--- src/rtl/rf_alu_seq_pkg.sv ---
// Shared definitions for the RF_ALU micro-program sequencer.
package rf_alu_seq_pkg;

  localparam int unsigned PROG_DEPTH = 16;
  localparam int unsigned PROG_AW    = 4;
  localparam int unsigned IMM_W      = 21;

  // Instruction kind, bits [31:30]
  typedef enum logic [1:0] {
    KIND_LOADI = 2'b00,
    KIND_ALU   = 2'b01,
    KIND_HALT  = 2'b10,
    KIND_NOP   = 2'b11
  } kind_e;

  // ALU opcodes; forwarded to the ALU untouched
  localparam logic [3:0] OP_ADD = 4'b0100;
  localparam logic [3:0] OP_SUB = 4'b0101;
  localparam logic [3:0] OP_OR  = 4'b0001;
  localparam logic [3:0] OP_XOR = 4'b0010;
  localparam logic [3:0] OP_SLL = 4'b0111;

  typedef enum logic [1:0] {StIdle, StFetch, StExec, StDone} state_e;

  // Field layout: [31:30] kind, [29:26] op, [25:21] wa, [20:16] ra, [15:11] rb
  typedef struct packed {
    kind_e       kind;
    logic [3:0]  op;
    logic [4:0]  wa;
    logic [4:0]  ra;
    logic [4:0]  rb;
    logic [10:0] rsvd;
  } instr_t;

  // LOADI immediate lives in [20:0] and overlaps ra/rb
  function automatic logic [31:0] simm(input logic [31:0] w);
    return {{(32 - IMM_W){w[IMM_W-1]}}, w[IMM_W-1:0]};
  endfunction

endpackage

--- src/rtl/rf_alu_seq_if.sv ---
// Control/result bus between the sequencer and the RF_ALU datapath.
interface rf_alu_seq_if;
  logic        write_reg;
  logic        write_select;
  logic [4:0]  r_addr_a;
  logic [4:0]  r_addr_b;
  logic [4:0]  w_addr;
  logic [31:0] input_data;
  logic [3:0]  op;
  logic [31:0] alu_f;
  logic        zf;
  logic        cf;
  logic        of;
  logic        sf;
  logic        pf;

  modport master (
    output write_reg, write_select, r_addr_a, r_addr_b, w_addr, input_data, op,
    input  alu_f, zf, cf, of, sf, pf
  );

  modport slave (
    input  write_reg, write_select, r_addr_a, r_addr_b, w_addr, input_data, op,
    output alu_f, zf, cf, of, sf, pf
  );
endinterface

--- src/rtl/rf_alu_seq_pmem.sv ---
// Program memory: synchronous write, asynchronous read registered into IR.
module rf_alu_seq_pmem
  import rf_alu_seq_pkg::*;
#(
  parameter int unsigned DEPTH = PROG_DEPTH,
  parameter int unsigned AW    = PROG_AW
) (
  input  logic          clk,
  input  logic          clr,
  input  logic          we,
  input  logic [AW-1:0] waddr,
  input  logic [31:0]   wdata,
  input  logic [AW-1:0] raddr,
  input  logic          ir_load,
  output kind_e         fetch_kind,
  output logic [31:0]   ir
);

  logic [31:0] mem [DEPTH];
  logic [31:0] rdata;

  // Program storage has no reset; contents survive Clr
  always_ff @(posedge clk) begin
    if (we) mem[waddr] <= wdata;
  end

  assign rdata      = mem[raddr];
  // FETCH needs the kind before IR is loaded to decide on HALT
  assign fetch_kind = kind_e'(rdata[31:30]);

  // Instruction register, loaded at the closing edge of FETCH
  always_ff @(posedge clk or negedge clr) begin
    if (!clr)         ir <= '0;
    else if (ir_load) ir <= rdata;
  end

endmodule

--- src/rtl/rf_alu_sequencer.sv ---
// Micro-program sequencer driving the RF_ALU write/read/op controls.
module rf_alu_sequencer
  import rf_alu_seq_pkg::*;
#(
  parameter int unsigned DEPTH = PROG_DEPTH,
  parameter int unsigned AW    = PROG_AW
) (
  input  logic          clk,
  input  logic          clr,
  input  logic          prog_we,
  input  logic [AW-1:0] prog_addr,
  input  logic [31:0]   prog_data,
  input  logic          start,
  rf_alu_seq_if.master  rf,
  output logic [31:0]   result,
  output logic [4:0]    flags,
  output logic          busy,
  output logic          done,
  output logic          err
);

  localparam logic [AW-1:0] PcLast = AW'(DEPTH - 1);

  state_e        state_q, state_d;
  logic [AW-1:0] pc_q;
  logic          err_q;
  logic [31:0]   result_q;
  logic [4:0]    flags_q;
  logic [31:0]   ir_word;
  instr_t        ir;
  kind_e         fetch_kind;
  logic          accept;

  assign ir     = instr_t'(ir_word);
  assign accept = (state_q == StIdle) && start;

  rf_alu_seq_pmem #(
    .DEPTH (DEPTH),
    .AW    (AW)
  ) u_pmem (
    .clk        (clk),
    .clr        (clr),
    .we         (prog_we && (state_q == StIdle)),
    .waddr      (prog_addr),
    .wdata      (prog_data),
    .raddr      (pc_q),
    .ir_load    (state_q == StFetch),
    .fetch_kind (fetch_kind),
    .ir         (ir_word)
  );

  // State register
  always_ff @(posedge clk or negedge clr) begin
    if (!clr) state_q <= StIdle;
    else      state_q <= state_d;
  end

  // Next-state logic
  always_comb begin
    state_d = state_q;
    unique case (state_q)
      StIdle:  if (start) state_d = StFetch;
      StFetch: state_d = (fetch_kind == KIND_HALT) ? StDone : StExec;
      StExec:  state_d = (pc_q == PcLast) ? StIdle : StFetch;
      StDone:  state_d = StIdle;
      default: state_d = StIdle;
    endcase
  end

  // Outputs: fields always mirror IR, strobes only in EXEC
  always_comb begin
    rf.write_reg    = 1'b0;
    rf.write_select = 1'b0;
    rf.r_addr_a     = ir.ra;
    rf.r_addr_b     = ir.rb;
    rf.w_addr       = ir.wa;
    rf.op           = ir.op;
    rf.input_data   = simm(ir_word);
    if (state_q == StExec) begin
      rf.write_reg    = (ir.kind != KIND_NOP);
      rf.write_select = (ir.kind == KIND_LOADI);
    end
  end

  // PC, sticky error and ALU result capture
  always_ff @(posedge clk or negedge clr) begin
    if (!clr) begin
      pc_q     <= '0;
      err_q    <= 1'b0;
      result_q <= '0;
      flags_q  <= '0;
    end else begin
      if (accept) begin
        pc_q  <= '0;
        err_q <= 1'b0;
      end
      if (state_q == StExec) begin
        pc_q <= pc_q + 1'b1;
        if (pc_q == PcLast) err_q <= 1'b1;
        if (ir.kind == KIND_ALU) begin
          result_q <= rf.alu_f;
          flags_q  <= {rf.zf, rf.cf, rf.of, rf.sf, rf.pf};
        end
      end
    end
  end

  assign result = result_q;
  assign flags  = flags_q;
  assign err    = err_q;
  assign busy   = (state_q != StIdle);
  assign done   = (state_q == StDone);

endmodule

--- src/flat_wrapper.sv ---
// flat-port wrapper written by rule: the top's interface ports become plain ports
module rf_alu_sequencer_flat import rf_alu_seq_pkg::*;
#(
  parameter int unsigned DEPTH = PROG_DEPTH,
  parameter int unsigned AW    = PROG_AW
)
  (clk, clr, prog_we, prog_addr, prog_data, start, result, flags, busy, done, err, rf_write_reg, rf_write_select, rf_r_addr_a, rf_r_addr_b, rf_w_addr, rf_input_data, rf_op, rf_alu_f, rf_zf, rf_cf, rf_of, rf_sf, rf_pf);
  rf_alu_seq_if rf_i ();
  input  logic clk;
  input  logic clr;
  input  logic prog_we;
  input  logic [AW-1:0] prog_addr;
  input  logic [31:0] prog_data;
  input  logic start;
  output logic [31:0] result;
  output logic [4:0] flags;
  output logic busy;
  output logic done;
  output logic err;
  output wire logic [$bits(rf_i.write_reg)-1:0] rf_write_reg;
  output wire logic [$bits(rf_i.write_select)-1:0] rf_write_select;
  output wire logic [$bits(rf_i.r_addr_a)-1:0] rf_r_addr_a;
  output wire logic [$bits(rf_i.r_addr_b)-1:0] rf_r_addr_b;
  output wire logic [$bits(rf_i.w_addr)-1:0] rf_w_addr;
  output wire logic [$bits(rf_i.input_data)-1:0] rf_input_data;
  output wire logic [$bits(rf_i.op)-1:0] rf_op;
  input wire logic [$bits(rf_i.alu_f)-1:0] rf_alu_f;
  input wire logic [$bits(rf_i.zf)-1:0] rf_zf;
  input wire logic [$bits(rf_i.cf)-1:0] rf_cf;
  input wire logic [$bits(rf_i.of)-1:0] rf_of;
  input wire logic [$bits(rf_i.sf)-1:0] rf_sf;
  input wire logic [$bits(rf_i.pf)-1:0] rf_pf;
  assign rf_write_reg = rf_i.write_reg;
  assign rf_write_select = rf_i.write_select;
  assign rf_r_addr_a = rf_i.r_addr_a;
  assign rf_r_addr_b = rf_i.r_addr_b;
  assign rf_w_addr = rf_i.w_addr;
  assign rf_input_data = rf_i.input_data;
  assign rf_op = rf_i.op;
  assign rf_i.alu_f = rf_alu_f;
  assign rf_i.zf = rf_zf;
  assign rf_i.cf = rf_cf;
  assign rf_i.of = rf_of;
  assign rf_i.sf = rf_sf;
  assign rf_i.pf = rf_pf;
  rf_alu_sequencer #(.DEPTH(DEPTH), .AW(AW)) u_core (.clk(clk), .clr(clr), .prog_we(prog_we), .prog_addr(prog_addr), .prog_data(prog_data), .start(start), .rf(rf_i), .result(result), .flags(flags), .busy(busy), .done(done), .err(err));
endmodule
--- config.mk ---
export PLATFORM = sky130hd
export DESIGN_NAME = rf_alu_sequencer_flat
export DESIGN_NICKNAME = d
export VERILOG_FILES = /design/src/rtl/rf_alu_seq_pkg.sv /design/src/rtl/rf_alu_seq_if.sv /design/src/rtl/rf_alu_seq_pmem.sv /design/src/rtl/rf_alu_sequencer.sv /design/src/flat_wrapper.sv
export SDC_FILE = /design/constraint.sdc
export NUM_CORES = 1
export LEC_CHECK = 0
export BUFFER_PORTS_ARGS = -buffer_cell sky130_fd_sc_hd__buf_2
export CAP_MARGIN = 30
export CORE_MARGIN = 4
export CORE_UTILIZATION = 41
export CTS_CLUSTER_SIZE = 16
export DETAILED_ROUTE_END_ITERATION = 10
export GPL_TIMING_DRIVEN = 0
export HOLD_SLACK_MARGIN = 0.15
export SLEW_MARGIN = 10
export SYNTH_ARGS = -nofsm -noshare
export SYNTH_HDL_FRONTEND = slang
export SYNTH_HIERARCHICAL = 1
export SYNTH_SLANG_ARGS = --single-unit
--- constraint.sdc ---
create_clock -name clk -period 4.8 [get_ports clk]
set_input_delay 1.2 -clock clk [delete_from_list [all_inputs] [get_ports clk]]
set_output_delay 1.2 -clock clk [all_outputs]
set_load 0.01 [all_outputs]
# Yosys cells after proc, flatten, opt, wreduce, memory -nomap -nowiden
# Memories as Yosys holds them, arrays and structs flattened.
# Cells that the tools add are included.
# word_totals
regBits,76
mem_bits_rw,512
output_inout_bits,93
input_bits,77
memories,1
elab_cells,36
# memory_table
name,depth,word_bits,read_ports,rd_clocked_by_memory_dff,wr,line,text
u_core.u_pmem.mem,16,32,1,0,1,rf_alu_seq_pmem.sv:19,logic [31:0] mem [DEPTH];
# classes
eq_ne,8
reduce_logical,7
n_mux,13
add_sub_neg,1
# ops
operator,count
$mux 1,9
$mux 4,2
$pmux 2 s4,1
$eq 2x2->1 const B,3
$add 4x1->4 const B,1
$eq 2x1->1 const B,2
$eq 4x4->1 const B,1
$logic_not 2->1,2
$ne 2x2->1 const B,2
$reduce_bool 2->1,2
$logic_and 1x1->1,2
$mux 2,1
$reduce_and 2->1,1

# Logic depth before layout (Yosys ltp)
# Gate-level depths: netlist (run 1).
# logic_depth
ltp_word,5
ltp_mapped,10
ltp_nobuf,6

# Hierarchy
# Netlist (run 1), hierarchy kept.
# modules_own_cells
mod,cells_each,area_each_um2,seq_area_each_um2,instances
rf_alu_seq_pmem,882,20643.5,16175.5,1
rf_alu_sequencer,137,2058.2,1101.1,1

# Worst setup path after synthesis (run 1)
# Ideal clock, no wire load.
# synth_path
kind,input-to-reg
start,input prog_we
end,"memory u_core.u_pmem.mem[0][0], enable pin"
n_path_buf,0
setup_slack_ps,229
t_arrival_ps,4109
setup_ps,461
t_required_ps,4339
cell_stages,4
path_cell_list,inv_1 -> nor2_1 -> or3b_2 -> nor3_1
# synth_between
elab_chain_cells,3
# synth_lines
item,line,text
"start, declared",flat_wrapper.sv:11,input logic prog_we;
$logic_and 1x1->1,rf_alu_sequencer.sv:43,".we (prog_we && (state_q == StIdle)),"
$mux 1,rf_alu_seq_pmem.sv:24,if (we) mem[waddr] <= wdata;
$mux 1 (implied by the code),rf_alu_seq_pmem.sv:24,
"end, declared",rf_alu_seq_pmem.sv:19,
# No other way between the ends.

# Worst setup path in the final report (run 1)
# layout_path
start,register u_core.state_q[1]
end,"memory u_core.u_pmem.mem[0][20], enable pin"
# layout_between
elab_chain_cells,4
# layout_lines
item,line,text
"start, declared",rf_alu_sequencer.sv:24,"state_e state_q, state_d;"
"start signal, assigned",rf_alu_sequencer.sv:54,if (!clr) state_q <= StIdle;
"start signal, assigned",rf_alu_sequencer.sv:55,else state_q <= state_d;
$logic_not 2->1,rf_alu_sequencer.sv:43,
$logic_and 1x1->1,rf_alu_sequencer.sv:43,
$mux 1,rf_alu_seq_pmem.sv:24,
$mux 1 (implied by the code),rf_alu_seq_pmem.sv:24,
# No other way between the ends.

==> metrics.yaml, run 1 <==
rows: 85
gr-total-overflow: 0
die_x_um: 243.3
first_pass_iters: 4
p_leak_nw: 9.095
rr_startpoint: "u_core/state_q[1]"
hold_violations: 0
portBuffers: 169
fin_skew_ns: 0.01293
fmax_ghz: 0.3042
synth_warnings: 6
viasPerCell: 5.341
vias: 11030
antenna_found_initial: 1
worstPathArrival_ns: 3.59
grt.total_usage_pct: 16.91
switching_share_pct: 28.15
r2r_cells: 8
power.share.clock_pct: 31.3
pre_cts_slack_ns: 1.293
synth_top_area_cell: "edfxtp_1"
syn_nets: 1097
p_int_w: 0.01075
p_seq_share_pct: 41.6
grt_max_degree: 56
drt-total-wl_um: 50010
p_per_area_nw_per_um2: 553.6
wl_per_cell_um: 24.22
die_h_um: 243.3
ys_top_cells_by_area: "edfxtp_1, mux4_2, dfrtp_1"
fin_hold_ws_ns: 0.5021
setup-violations-final: 0
dpl.hpwl_um: 32940
cts.path.max_buffers: 3
start_kind: "register"
min_from: "u_core/result[20]"
synthDistinctLibCells: 38
start_util_pct: 41.77
cp_max_fo: 10
netlist_area_um2: 22700
period_share_pct: 68.49
antennaDiodeCount: 0
postCtsSetupBuffers: 0
cts_hold_buffers: 0
min_path_cells: 1
drive_above_1_share_pct: 40.20
core_um2: 54350
cts.htree.levels: 2
clock-sinks: 588
yosysSeqAreaShare_pct: 76.10
relSlewSlack_pct: 38.74
yosysTopAreaCellShare_pct: 67.72
path_clk_slew_ns: 0.06
grt_first_pass_wirelength_um: 75350
holdPathEnd: "u_core/result[20]"
final_common_cell: "edfxtp_1"
drc: 0
ys_ff_latch: 588
nets: 1355
worst-slew-pin-transition_ns: 0.9140
drtIter0Drc: 975
grt_pass1_vias: 11610
clockRootBuffer: "clkbuf_16"
avgSynthCellArea_um2: 22.28
p_switching_w: 0.004211
rsz0062_at_grt: "no"
final-max-slew-violation-count: 0
hp-class: "reg2reg"
r2r_slack_ns: 1.51
antenna_left: 0
cts_made_buffers: 58
reg2reg_to: "u_core/u_pmem/mem[0][20]"
outcome: "finished, final reports clean"
post_cts_resized: 0
max_cap_violations: 0
ir_drop_uv: 278.1
layout_common_cells: "edfxtp_1, buf_2, mux4_2, dfrtp_1, clkbuf_16"
path_class: "reg2reg"
tritoncts: "yes"
end_kind: "register"
required_ns: 5.10
insertion_delay_ns: 0.61
routabilityCongestion: 0.7330
synthToLayoutAreaGrowth_pct: 19.03
dieArea_um2: 59200
num_io_pins: 170
layout_min_cycle_time_ns: 3.287
syn_inst: 1019
setup_slack_ns: 1.513
p_comb_share_pct: 27.2
[logic make-up (layout without fill, tap and decap cells)]
logic type	count (synthesis)	count (layout)	synth area share, %
mux	202	202	16.83
simple gates	76	76	1.582
fa+ha+maj	1	1	0.05511
compound gates	72	72	2.502
flops	588	588	76.10
buf+inv	80	387	2.927
[layout make-up]
type / instances / area, um^2
buffer: 78 / 656.9
clock buffer: 79 / 1632
clock inverter: 30 / 367.9
fill: 4362 / 27330
inverter: 2 / 7.507
multi-input combinational: 351 / 4871
sequential: 588 / 17280
tap: 739 / 924.6
timing repair buffer: 198 / 1285
[worst max-delay path by stage]
| stage | end | start | slack, ns | depth (start not counted) |
|---|---|---|---|---|
| floorplan | u_core/u_pmem/mem[0][0] | prog_we | 0.23 | 4 |
| global placement | u_core/u_pmem/mem[0][18] | prog_we | -2.36 | 5 |
| CTS | u_core/u_pmem/mem[0][20] | u_core/state_q[1] | 1.48 | 8 |
| global route | u_core/u_pmem/mem[0][17] | u_core/state_q[1] | 1.29 | 8 |
| finish | u_core/u_pmem/mem[0][20] | u_core/state_q[1] | 1.51 | 8 |
| detailed placement | u_core/u_pmem/mem[0][20] | prog_we | 1.29 | 8 |
[flip-flops by register name, summed over array words and instances, names as in the netlist]
register / cells
u_core/pc_q: 4
u_core/flags: 5
u_core/err: 1
u_core/result: 32
u_core/u_pmem/mem: 512
u_core/state_q: 2
u_core/u_pmem/ir: 32
[worst max-delay path, stage by stage (launching register included)]
cell,delay [ns]
dfrtp_1,0.42
clkbuf_1,0.23
or2_2,0.45
nor2_1,0.22
or3b_2,0.60
nor3_2,0.39
buf_4,0.29
buf_6,0.17
buf_4,0.21
[per-layer routing]
metal	vias to the layer above	GRT usage, %	part of all wire (%)
li1	4752	-	-
met1	5842	24.44	45
met2	379	26.66	47
met3	55	4.024	7.0
met4	2	3.429	1.6
met5	-	0	0.026
[power groups by stage]
stage	sequential, W	combinational (W)	clock [W]
floorplan	0.00640	0.00263	0
global placement	0.00633	0.00404	0
detailed placement	0.00633	0.00412	0
CTS	0.00623	0.00413	0.00481
global route	0.00627	0.00438	0.00505
finish	0.00622	0.00407	0.00467
[synth_stat cells]
| library cell | number |
|---|---|
| edfxtp_1 | 512 |
| mux4_2 | 118 |
| dfrtp_1 | 76 |
| nor2_1 | 46 |
| mux2i_1 | 36 |
| mux2_4 | 30 |
| o22ai_1 | 30 |
| buf_4 | 28 |
| a221oi_1 | 25 |
| buf_6 | 16 |
| clkbuf_1 | 15 |
| mux4_1 | 10 |
| mux2_2 | 8 |
| buf_2 | 7 |
| nand2b_1 | 7 |
| a221oi_2 | 5 |
| buf_12 | 5 |
| nor3_1 | 5 |
| clkbuf_4 | 4 |
| nand2_1 | 4 |
| nand3_1 | 4 |
| buf_8 | 3 |
| nand3b_1 | 3 |
| o21ai_0 | 3 |
| a21oi_1 | 2 |
| and2_1 | 2 |
| inv_1 | 2 |
| o221ai_1 | 2 |
| or2_2 | 2 |
| a22o_1 | 1 |
| a31o_2 | 1 |
| a32o_1 | 1 |
| ha_1 | 1 |
| nand2b_4 | 1 |
| nor3b_2 | 1 |
| o21bai_1 | 1 |
| o311ai_0 | 1 |
| or3b_2 | 1 |
[stage by stage]
step	TNS (ns)	instances	util [%]	power, W	instance area, um^2
after floorplan	0	1019	-	0.009035	22700
after global placement	-381.14	1927	45.03	0.01036	24470
after detailed placement	0	1956	46.04	0.01045	25020
after CTS	0	2065	49.72	0.01517	27020
after global routing	0	2065	49.72	0.01569	27020
final	0	2065	49.72	0.01496	27020
(Power assumes the default switching activity.)
==> run 2: changes to the inputs <==
clock period = 3.09 ns   (was 4.8 ns; I/O delays follow)
==> run 2 against run 1 <==
Clock skew grew 0.015 ns; final area grew 1.8%; global-route usage grew 0.63 points; largest cell class unchanged; non-clock buffer count rose by 23; setup slack got worse by 1.3 ns; utilization is 0.90 points higher; highest routed layer unchanged.
==> metrics.yaml, run 2 (same netlist as run 1, synthesis figures left out) <==
outcome: "finished, final reports clean"
final_common_cell: "edfxtp_1"
portBuffers: 169
die_x_um: 243.3
num_io_pins: 170
layout_min_cycle_time_ns: 2.871
globalRouteMet2Util_pct: 29.27
end_kind: "register"
fin_area_um2: 27510
synthToLayoutAreaGrowth_pct: 21.18
tritoncts: "yes"
dpl_cell_area_um2: 25240
hold_violations: 0
rsz0062_at_grt: "no"
vias: 11220
largest_register_ffs: 512
cts.htree.levels: 2
dieArea_um2: 59200
rr_startpoint: "u_core/state_q[1]"
worst-slew-pin-transition_ns: 0.8370
layout_common_cells: "edfxtp_1, buf_2, mux4_2, dfrtp_1, clkbuf_16"
core_um2: 54350
grt_max_degree: 53
nets: 1379
final-max-slew-violation-count: 0
hp-class: "in2reg"
clockRootBuffer: "clkbuf_16"
drt-total-wl_um: 51920
start_util_pct: 41.77
final_core_util_pct: 50.62
required_ns: 3.40
cp_cell_sequence: "clkbuf_1, or2_2, nor2_1, or3b_2, nor2_4, buf_16"
globalRouteMet1Util_pct: 24.14
viasPerCell: 5.367
r2r_cells: 6
slowest_delay_ns: 0.62
wl_per_cell_um: 24.83
setup-violations-final: 0
grt.total_usage_pct: 17.54
fmax_ghz: 0.3483
cts_made_buffers: 59
path_clk_slew_ns: 0.06
min_from: "rf_alu_f[21]"
cts.path.max_buffers: 3
routabilityCongestion: 0.7311
dpl.hpwl_um: 33710
relSlewSlack_pct: 44.20
path_class: "reg2reg"
clock-sinks: 588
antennaDiodeCount: 0
r2r_slack_ns: 0.22
min_path_cells: 2
antenna_left: 0
fin_skew_ns: 0.02767
top_register: "u_core/u_pmem/mem"
drc: 0
p_leak_nw: 9.306
p_per_area_nw_per_um2: 849.4
worstPathArrival_ns: 3.18
antenna_found_initial: 1
drive_above_1_share_pct: 41.35
insertion_delay_ns: 0.62
first_pass_iters: 7
busiest_layer: "met2"
reg2reg_to: "u_core/u_pmem/mem[2][18]"
die_h_um: 243.3
start_kind: "register"
max_cap_violations: 0
n_fill_cell: 4296
drtIter0Drc: 819
holdPathEnd: "u_core/result[21]"
cp_slowest_cell: "or3b_2"
grt_pass1_vias: 11790
gr-total-overflow: 0
met3_usage_pct: 3.419
cp_max_fo: 11
grt_first_pass_wirelength_um: 77630
rows: 85
period_share_pct: 92.92
ir_drop_uv: 472.4
[run 2: cell count changes in the layout (fill, tap and decap cells not counted), moves of 5 or more]
| cell | previous run | this run |
|---|---|---|
| clkinv_1 | 8 | 3 |
| buf_6 | 21 | 16 |
| buf_8 | 5 | 10 |
| buf_16 | 3 | 16 |
| buf_4 | 38 | 47 |
[run 2: power by group]
part           switching, W  internal, W
sequential         0.000390      0.00927
combinational       0.00330      0.00310
clock               0.00298      0.00433
[run 2: layer usage]
layer	vias up	part of all wire (%)
li1	4808	-
met1	5971	42
met2	370	49
met3	71	6.4
met4	2	1.9
met5	-	0.025
[run 2: area by class of cell]
| class | instances | area (um^2) | area share, % |
|---|---|---|---|
| clock inverters | 29 | 350.3 | 1.274 |
| clock buffers | 83 | 1658 | 6.027 |
| multi-input cells | 351 | 4896 | 17.80 |
| well taps | 739 | 924.6 | 3.361 |
| plain buffers | 78 | 656.9 | 2.388 |
| flip-flops and latches | 588 | 17280 | 62.80 |
| repair buffers | 221 | 1739 | 6.322 |
| inverters | 2 | 7.507 | 0.02729 |
[run 2: worst max path at each step]
stage / start / endpoint / slack, ns / cells after the start
2_1_floorplan: u_core/state_q[1] / u_core/u_pmem/mem[1][0] / -0.35 / 5
3_3_place_gp: u_core/state_q[1] / u_core/u_pmem/mem[2][13] / -2.34 / 5
5_1_grt: u_core/state_q[1] / u_core/u_pmem/mem[2][17] / 0.07 / 6
4_1_cts: u_core/state_q[1] / u_core/u_pmem/mem[12][12] / 0.03 / 7
3_5_place_dp: u_core/state_q[1] / u_core/u_pmem/mem[3][17] / -0.002 / 6
6_report: u_core/state_q[1] / u_core/u_pmem/mem[2][18] / 0.22 / 6
[run 2: stage by stage]
step	hold WS, ns	std cells	total power [W]	worst slack [ns]	TNS, ns
5_1_grt	0.3742	2091	0.02445	0.06931	0
2_1_floorplan	0.4769	1019	0.01403	-0.3477	-34.70
6_report	0.4040	2091	0.02337	0.2187	0
3_3_place_gp	0.4861	1927	0.01613	-2.344	-879.42
3_5_place_dp	0.4907	1954	0.01628	-0.001742	-0.006568
4_1_cts	0.3613	2068	0.02364	0.02641	0
[run 2: worst max-delay path: cells and delay by family, from the launching register on]
family	cells	cell delay, ns
simple gates	4	1.69
buf+inv	2	0.44
flops	1	0.42
[run 2: what timing repair did]
action	CTS	global route
pin swaps	1	9
resized for setup	0	0
hold endpoints to repair	24	0
setup buffers	1	23
endpoints found under the setup margin	3	115
hold buffers	1	0
